<file path="config.mk">
export PLATFORM = sky130hd
export DESIGN_NAME = mmu_systolic_2x2
export DESIGN_NICKNAME = d
export VERILOG_FILES = /design/src/rtl/mmu_systolic_2x2.sv
export SDC_FILE = /design/constraint.sdc
export NUM_CORES = 1
export LEC_CHECK = 0
export CORE_UTILIZATION = 35
export CTS_CLUSTER_SIZE = 40
export DETAILED_ROUTE_END_ITERATION = 8
export HOLD_SLACK_MARGIN = 0.05
export SYNTH_ARGS = -nofsm -noshare
export SYNTH_HDL_FRONTEND = slang
export SYNTH_SLANG_ARGS = --single-unit
</file>
<file path="constraint.sdc">
create_clock -name clk -period 6.85 [get_ports clk]
set_input_delay 1.37 -clock clk [delete_from_list [all_inputs] [get_ports clk]]
set_output_delay 1.37 -clock clk [all_outputs]
set_load 0.005 [all_outputs]
</file>
<file path="src/rtl/mmu_systolic_2x2.sv">
// 2x2 output-stationary systolic multiply C = A x B on signed operands; optional MMU_SATURATE_EN clamps accumulates.
// Latency: done rises 4 edges after the start-accepting edge; busy is high for exactly those 4 cycles.
// Backpressure: none; start is honoured only in IDLE/DONE and ignored while RUN.
module mmu_systolic_2x2 #(
    parameter int DATA_W = 8,
    parameter int ACC_W  = 16
) (
    input  logic                clk,
    input  logic                rst_n,
    input  logic                start,
    input  logic [4*DATA_W-1:0] a_flat,
    input  logic [4*DATA_W-1:0] b_flat,
    output logic [4*ACC_W-1:0]  c_flat,
    output logic                busy,
    output logic                done
);

    typedef enum logic [1:0] {IDLE, RUN, DONE} state_t;

    state_t                    state_q, state_d;
    logic [1:0]                step_q, step_d;
    logic signed [DATA_W-1:0]  a_op_q [2][2];
    logic signed [DATA_W-1:0]  a_op_d [2][2];
    logic signed [DATA_W-1:0]  b_op_q [2][2];
    logic signed [DATA_W-1:0]  b_op_d [2][2];
    // Only the left column's a and top row's b hops have a downstream consumer.
    logic signed [DATA_W-1:0]  a_pass_q [2];
    logic signed [DATA_W-1:0]  a_pass_d [2];
    logic signed [DATA_W-1:0]  b_pass_q [2];
    logic signed [DATA_W-1:0]  b_pass_d [2];
    logic signed [ACC_W-1:0]   acc_q [2][2];
    logic signed [ACC_W-1:0]   acc_d [2][2];
    logic signed [DATA_W-1:0]  row_feed [2];
    logic signed [DATA_W-1:0]  col_feed [2];
    logic signed [DATA_W-1:0]  pe_a [2][2];
    logic signed [DATA_W-1:0]  pe_b [2][2];

    function automatic logic signed [ACC_W-1:0] mac(
        input logic signed [ACC_W-1:0]  acc,
        input logic signed [DATA_W-1:0] a,
        input logic signed [DATA_W-1:0] b
    );
        logic signed [2*DATA_W-1:0] prod;
`ifdef MMU_SATURATE_EN
        logic signed [ACC_W:0]      sum;
        prod = (2*DATA_W)'(a) * (2*DATA_W)'(b);
        sum  = (ACC_W+1)'(acc) + (ACC_W+1)'(prod);
        if (sum[ACC_W] != sum[ACC_W-1])
            return sum[ACC_W] ? {1'b1, {(ACC_W-1){1'b0}}} : {1'b0, {(ACC_W-1){1'b1}}};
        return sum[ACC_W-1:0];
`else
        logic signed [ACC_W-1:0]    sum;
        prod = (2*DATA_W)'(a) * (2*DATA_W)'(b);
        sum  = acc + ACC_W'(prod);
        return sum;
`endif
    endfunction

    // Skewed edge feeds: row i lags by i steps, column j lags by j steps.
    always_comb begin
        row_feed[0] = '0;
        row_feed[1] = '0;
        col_feed[0] = '0;
        col_feed[1] = '0;
        case (step_q)
            2'd0: begin
                row_feed[0] = a_op_q[0][0];
                col_feed[0] = b_op_q[0][0];
            end
            2'd1: begin
                row_feed[0] = a_op_q[0][1];
                row_feed[1] = a_op_q[1][0];
                col_feed[0] = b_op_q[1][0];
                col_feed[1] = b_op_q[0][1];
            end
            2'd2: begin
                row_feed[1] = a_op_q[1][1];
                col_feed[1] = b_op_q[1][1];
            end
            default: ;
        endcase
    end

    always_comb begin
        for (int i = 0; i < 2; i++) begin
            for (int j = 0; j < 2; j++) begin
                pe_a[i][j] = (j == 0) ? row_feed[i] : a_pass_q[i];
                pe_b[i][j] = (i == 0) ? col_feed[j] : b_pass_q[j];
            end
        end
    end

    always_comb begin
        state_d  = state_q;
        step_d   = step_q;
        a_op_d   = a_op_q;
        b_op_d   = b_op_q;
        a_pass_d = a_pass_q;
        b_pass_d = b_pass_q;
        acc_d    = acc_q;
        case (state_q)
            IDLE, DONE: begin
                if (start) begin
                    state_d = RUN;
                    step_d  = 2'd0;
                    for (int i = 0; i < 2; i++) begin
                        a_pass_d[i] = '0;
                        b_pass_d[i] = '0;
                        for (int j = 0; j < 2; j++) begin
                            a_op_d[i][j] = a_flat[DATA_W*(2*i+j) +: DATA_W];
                            b_op_d[i][j] = b_flat[DATA_W*(2*i+j) +: DATA_W];
                            acc_d[i][j]  = '0;
                        end
                    end
                end
            end
            RUN: begin
                step_d = step_q + 2'd1;
                for (int i = 0; i < 2; i++) begin
                    a_pass_d[i] = row_feed[i];
                    b_pass_d[i] = col_feed[i];
                    for (int j = 0; j < 2; j++)
                        acc_d[i][j] = mac(acc_q[i][j], pe_a[i][j], pe_b[i][j]);
                end
                if (step_q == 2'd3)
                    state_d = DONE;
            end
            default: state_d = IDLE;
        endcase
    end

    always_ff @(posedge clk or negedge rst_n) begin
        if (!rst_n) begin
            state_q <= IDLE;
            step_q  <= 2'd0;
            for (int i = 0; i < 2; i++) begin
                a_pass_q[i] <= '0;
                b_pass_q[i] <= '0;
                for (int j = 0; j < 2; j++) begin
                    a_op_q[i][j] <= '0;
                    b_op_q[i][j] <= '0;
                    acc_q[i][j]  <= '0;
                end
            end
        end else begin
            state_q  <= state_d;
            step_q   <= step_d;
            a_op_q   <= a_op_d;
            b_op_q   <= b_op_d;
            a_pass_q <= a_pass_d;
            b_pass_q <= b_pass_d;
            acc_q    <= acc_d;
        end
    end

    for (genvar gi = 0; gi < 2; gi++) begin : g_row
        for (genvar gj = 0; gj < 2; gj++) begin : g_col
            assign c_flat[ACC_W*(2*gi+gj) +: ACC_W] = acc_q[gi][gj];
        end
    end

    assign busy = (state_q == RUN);
    assign done = (state_q == DONE);

endmodule
</file>
**Word-level counts from Yosys, hierarchy flattened**

Index checks and enable logic that the tools add are counted.
Widths: inputs -> output; s select.

- Flip-flop bits (word level): 164
- Input port bits: 67
- Output and inout port bits: 66
- Logic and storage cells: 55

- Add/subtract/negate cells: 5
- Multiply operators: 4
- Eq/ne operators: 7
- Multiplexer cells: 14
- Reduce and logical (&&, ||, !) cells: 7

Operators by type and width:

| operator | count |
|---|---|
| $pmux 64 s2 | 1 |
| $add 16x16->16 | 4 |
| $mul 8x8->16 | 4 |
| $mux 64 | 1 |
| $pmux 16 s2 | 2 |
| $pmux 8 s2 | 4 |
| $mux 16 | 1 |
| $pmux 2 s2 | 2 |
| $eq 2x2->1 const B | 3 |
| $mux 2 | 3 |
| $reduce_and 2->1 | 3 |
| $eq 2x1->1 const B | 2 |
| $logic_not 2->1 | 2 |
| $add 2x1->2 const B | 1 |
| $ne 2x1->1 const B | 1 |
| $ne 2x2->1 const B | 1 |
| $reduce_bool 2->1 | 1 |
| $reduce_or 2->1 | 1 |

**Longest topological paths before layout**

- Depth in word-level cells: 5
- Gate-level depth with buffers: 25
- Mapped depth without buffers: 23

**Worst setup path after synthesis**

Ideal clock, no wire load.

- Kind: register to register
- Start: register step_q[1]
- End: register acc_q (netlist bit c_flat[31])
- Setup time: 122 ps
- Data arrival time: 6195 ps
- Data required time: 6728 ps
- Path slack: 533 ps
- Cell stages (with the launch flop): 25
- Path buffers: 2
- Period minus slack after synthesis: 6317 ps
- Cell sequence: dfrtp_1 inv_1 ha_1 clkbuf_1 a22oi_1 nor2b_1 clkbuf_1 and2_1 inv_2 fa_1 inv_1 fa_1 fa_1 fa_1 inv_1 fa_1 inv_1 ha_1 o21ai_1 nor2_1 or2_1 o311a_1 o311a_1 or3_1 a32o_1

- Longest elaborated chain between the ends: 5
- Elaborated cells between the ends (all ways): 6
- Those cells by class: add/sub: 1; mul: 1; eq/ne: 2; mux: 2

Ends and longest elaborated chain:

| element | RTL line | RTL |
|---|---|---|
| from (decl) | 21 | `logic [1:0] step_q, step_d;` |
| from (signal assigned) | 147 | `step_q <= step_d;` |
| $eq 2x2->1 / $eq 2x1->1 (equally long branches) | 65 | `case (step_q)` |
| $pmux 8 s2 * | 65 |  |
| $mul 8x8->16 * | 53 | `prod = (2*DATA_W)'(a) * (2*DATA_W)'(b);` |
| $add 16x16->16 * | 54 | `sum = acc + ACC_W'(prod);` |
| $pmux 64 s2 * | 101 | `case (state_q)` |
| to (signal, indexed assignment) | 142 | `acc_q[i][j] <= '0;` |
| to (signal assigned) | 152 | `acc_q <= acc_d;` |
| to (decl) | 31 | `logic signed [ACC_W-1:0] acc_q [2][2];` |

Mark *: on every way between the ends. The rest lies on a longest branch, timed or not.
A chain may end at the register's enable or synchronous reset.

**Worst setup path in the final report**

- Start: register step_q[0]
- End: register acc_q (netlist bit c_flat[31])

Same word-level chain as after synthesis.

==> out/metrics.cfg <==
[critical_path]
required_ns=7.19
cp-end-kind=flop
r2r_slack_ns=0.42
reg2regPathDepth=20
crit_path_start=step_q[0]
endpoint=c_flat[31]
r2r_start=step_q[0]
arrival_ns=6.77
worstSetupPathType=flop to flop
r2r_end=c_flat[31]
cp-start-kind=flop
crit_fanout=18

[yosys]
synth_fp_nets=2387
async_reset_ff_frac=1.000
synth_seq_cells=164
yosys.cell_types.count=48
yosysWarnings=0
ys_seq_area_frac=0.2276
synth_area_per_cell_um2=9.571
netlist_area_mm2=0.01803
synth_edf_count=0
syn_inst=1884
ys.flop_type=dfrtp_1

[floorplanning]
core_mm2=0.05048
fp.dieArea_mm2=0.05243
initial_utilization=0.3572
io_pins=133
num_rows=82
dieHeight_um=229.0
die_w_um=229.0

[clock_network]
cts_made_buffers=17
clk_path_buf_depth=2
cts_root_buf=clkbuf_16
postCtsSetupRepairBufs=0
cts_num_sinks=164
cts_tree=yes
h-tree-depth=4
clk_latency_ns=0.46
clkTransAtPathRegs_ns=0.07

[sta]
setup_viol=0
layout_min_cycle_time_ns=6.427
tns_ns=0
worst_pin_slew_ns=1.033
clock.fmax_ghz=0.1556
fin_skew_ns=0.01353
finalCritPeriodShare=0.9383
hold_viol=0
relSlewSlack=0.3112
slew_violations=0
rsz0062_at_grt=no
layout_setup_ws_ns=0.4229

[place]
dp.final_hpwl_mm=35.68
port_buffers=132
gp_congestion=0.8594
pre_cts_slack_ns=0.3395
dp_cells=2646

[cells_and_area]
post-route-util=0.4101
mostFrequentLayoutCells=nand2_1, inv_1, fa_1
layout_commonest_cell=nand2_1
drive_above_1_share=0.03390
syn_to_final_growth_pct=14.82
fin_cells=2678
nNetsFinal=2496
diodes=0

[route]
drt-initial-drc-count=627
drc=0
drtPass1Iterations=5
antenna_left=0
viasPerCell=4.745
vias=12710
routed_wl_mm=44.69
wl_per_cell_um=16.69

[global_route]
grt_pass1_wl_mm=75.80
antenna_found_initial=0
grt_pass1_vias=14240
grt-ovfl-total=0
grtUsageTotal=0.1826
grt_max_degree=106

[pwr]
vdd_drop_max_mv=0.7493
finalPower_w=0.01120
powerDensity_mw_per_mm2=541.2
p_leak_nw=10.37

[hold_path]
hold_path.class=flop to flop

[run]
drv_cap=0

[outcome]
status=finished clean

-- layer usage --
layer	part of all wire	GRT usage	vias up	wire length (um)
li1	-	-	6021	-
met1	0.46	0.2447	6416	20530
met2	0.49	0.3098	228	22000
met3	0.034	0.02938	41	1532
met4	0.014	0.03979	0	636
met5	0	0	-	0
-- cells in the mapped netlist, types with 2 or more instances --
library cell | number | area, um^2
nand2b_1 | 26 | 162.7
inv_2 | 2 | 7.510
o21bai_1 | 4 | 30.03
and2_1 | 91 | 569.3
a32o_1 | 5 | 50.05
o21ai_1 | 76 | 380.4
nand2_1 | 354 | 1329
a211oi_1 | 5 | 37.54
o21a_1 | 11 | 82.58
o211ai_1 | 2 | 15.01
or2_1 | 7 | 43.79
a22o_1 | 34 | 297.8
inv_1 | 326 | 1224
a21o_1 | 5 | 37.54
o21ai_0 | 11 | 55.05
nand2b_2 | 2 | 17.52
xor2_1 | 23 | 201.4
o31ai_1 | 3 | 22.52
clkbuf_1 | 50 | 187.7
nor3_1 | 6 | 30.03
a22oi_1 | 29 | 217.7
dfrtp_1 | 164 | 4104
o311a_1 | 2 | 20.02
ha_1 | 152 | 1902
nor2_1 | 60 | 225.2
or3_1 | 5 | 31.28
a21oi_1 | 23 | 115.1
xnor2_1 | 51 | 446.7
nand3_1 | 2 | 10.01
mux2i_1 | 3 | 30.03
nand3b_1 | 2 | 15.01
a211o_1 | 2 | 17.52
a311oi_1 | 3 | 26.28
nor2b_1 | 36 | 225.2
fa_1 | 284 | 5685
buf_1 | 11 | 41.29
-- flip-flops by register name, summed over array words and instances, names as in the netlist --
signal / flops
a_op_q: 32
a_pass_q: 16
b_op_q: 32
b_pass_q: 16
c_flat: 64
state_q: 2
step_q: 2
-- worst min path at each step --
stage                 end  cells past startpoint       start
3_3_place_gp   b_op_q[13]                      2  b_op_q[13]
3_5_place_dp   b_op_q[29]                      2  b_op_q[29]
6_report       b_op_q[29]                      2  b_op_q[29]
5_1_grt        a_op_q[13]                      2  a_op_q[13]
2_1_floorplan  b_op_q[24]                      2  b_op_q[24]
4_1_cts        b_op_q[29]                      2  b_op_q[29]
-- metrics by stage --
step	area (um^2)	hold WS [ns]
5_1_grt	20700	0.4942
3_5_place_dp	20120	0.4640
4_1_cts	20700	0.4831
2_1_floorplan	18030	0.4461
6_report	20700	0.4791
3_3_place_gp	20120	0.4604
-- where the power goes --
part	internal [W]	switching, W	total [W]
sequential	0.00142	0.000500	0.00192
combinational	0.00371	0.00459	0.00830
clock	0.000488	0.000493	0.000981
total	0.00562	0.00558	0.0112
-- cells by family (layout without fill, tap and decap cells) --
kind of cell | after synthesis | in the layout | share of synthesized area
and+or+nand+nor | 593 | 593 | 0.1490
adders and majority gates | 436 | 436 | 0.4208
buffers and inverters | 392 | 514 | 0.08258
AOI/OAI and AO/OA | 220 | 220 | 0.08029
DFF | 164 | 164 | 0.2276
xor gates and xnor gates | 75 | 75 | 0.03747
muxes | 4 | 4 | 0.002290
-- worst max-delay path, stage by stage, from the launching register on --
cell and delay (ns):
dfrtp_1 0.42, inv_1 0.09, ha_1 0.58, nor2b_1 0.45, nand2_1 0.17, fa_1 0.53, fa_1 0.56, inv_1 0.05
fa_1 0.46, fa_1 0.49, inv_1 0.05, fa_1 0.50, inv_1 0.04, ha_1 0.30, o21ai_1 0.09, nor2_1 0.07
or2_1 0.23, o311a_1 0.33, o311a_1 0.35, or3_1 0.31, a32o_1 0.24
-- area by class of cell --
cell class | instances | area [um^2]
inverter | 329 | 1240
clock buffer | 17 | 425.4
timing repair buffer | 153 | 1480
tap | 672 | 840.8
sequential | 164 | 4104
fill | 5036 | 29780
multi-input combinational | 1328 | 12450
clock inverter | 15 | 158.9
-- timing repair --
item                       4_1_cts  5_1_grt
setup endpoints to repair        0        1
hold buffers                     0        0
gates resized for setup          0        1
No activity file was read; power rests on OpenSTA's default activity.
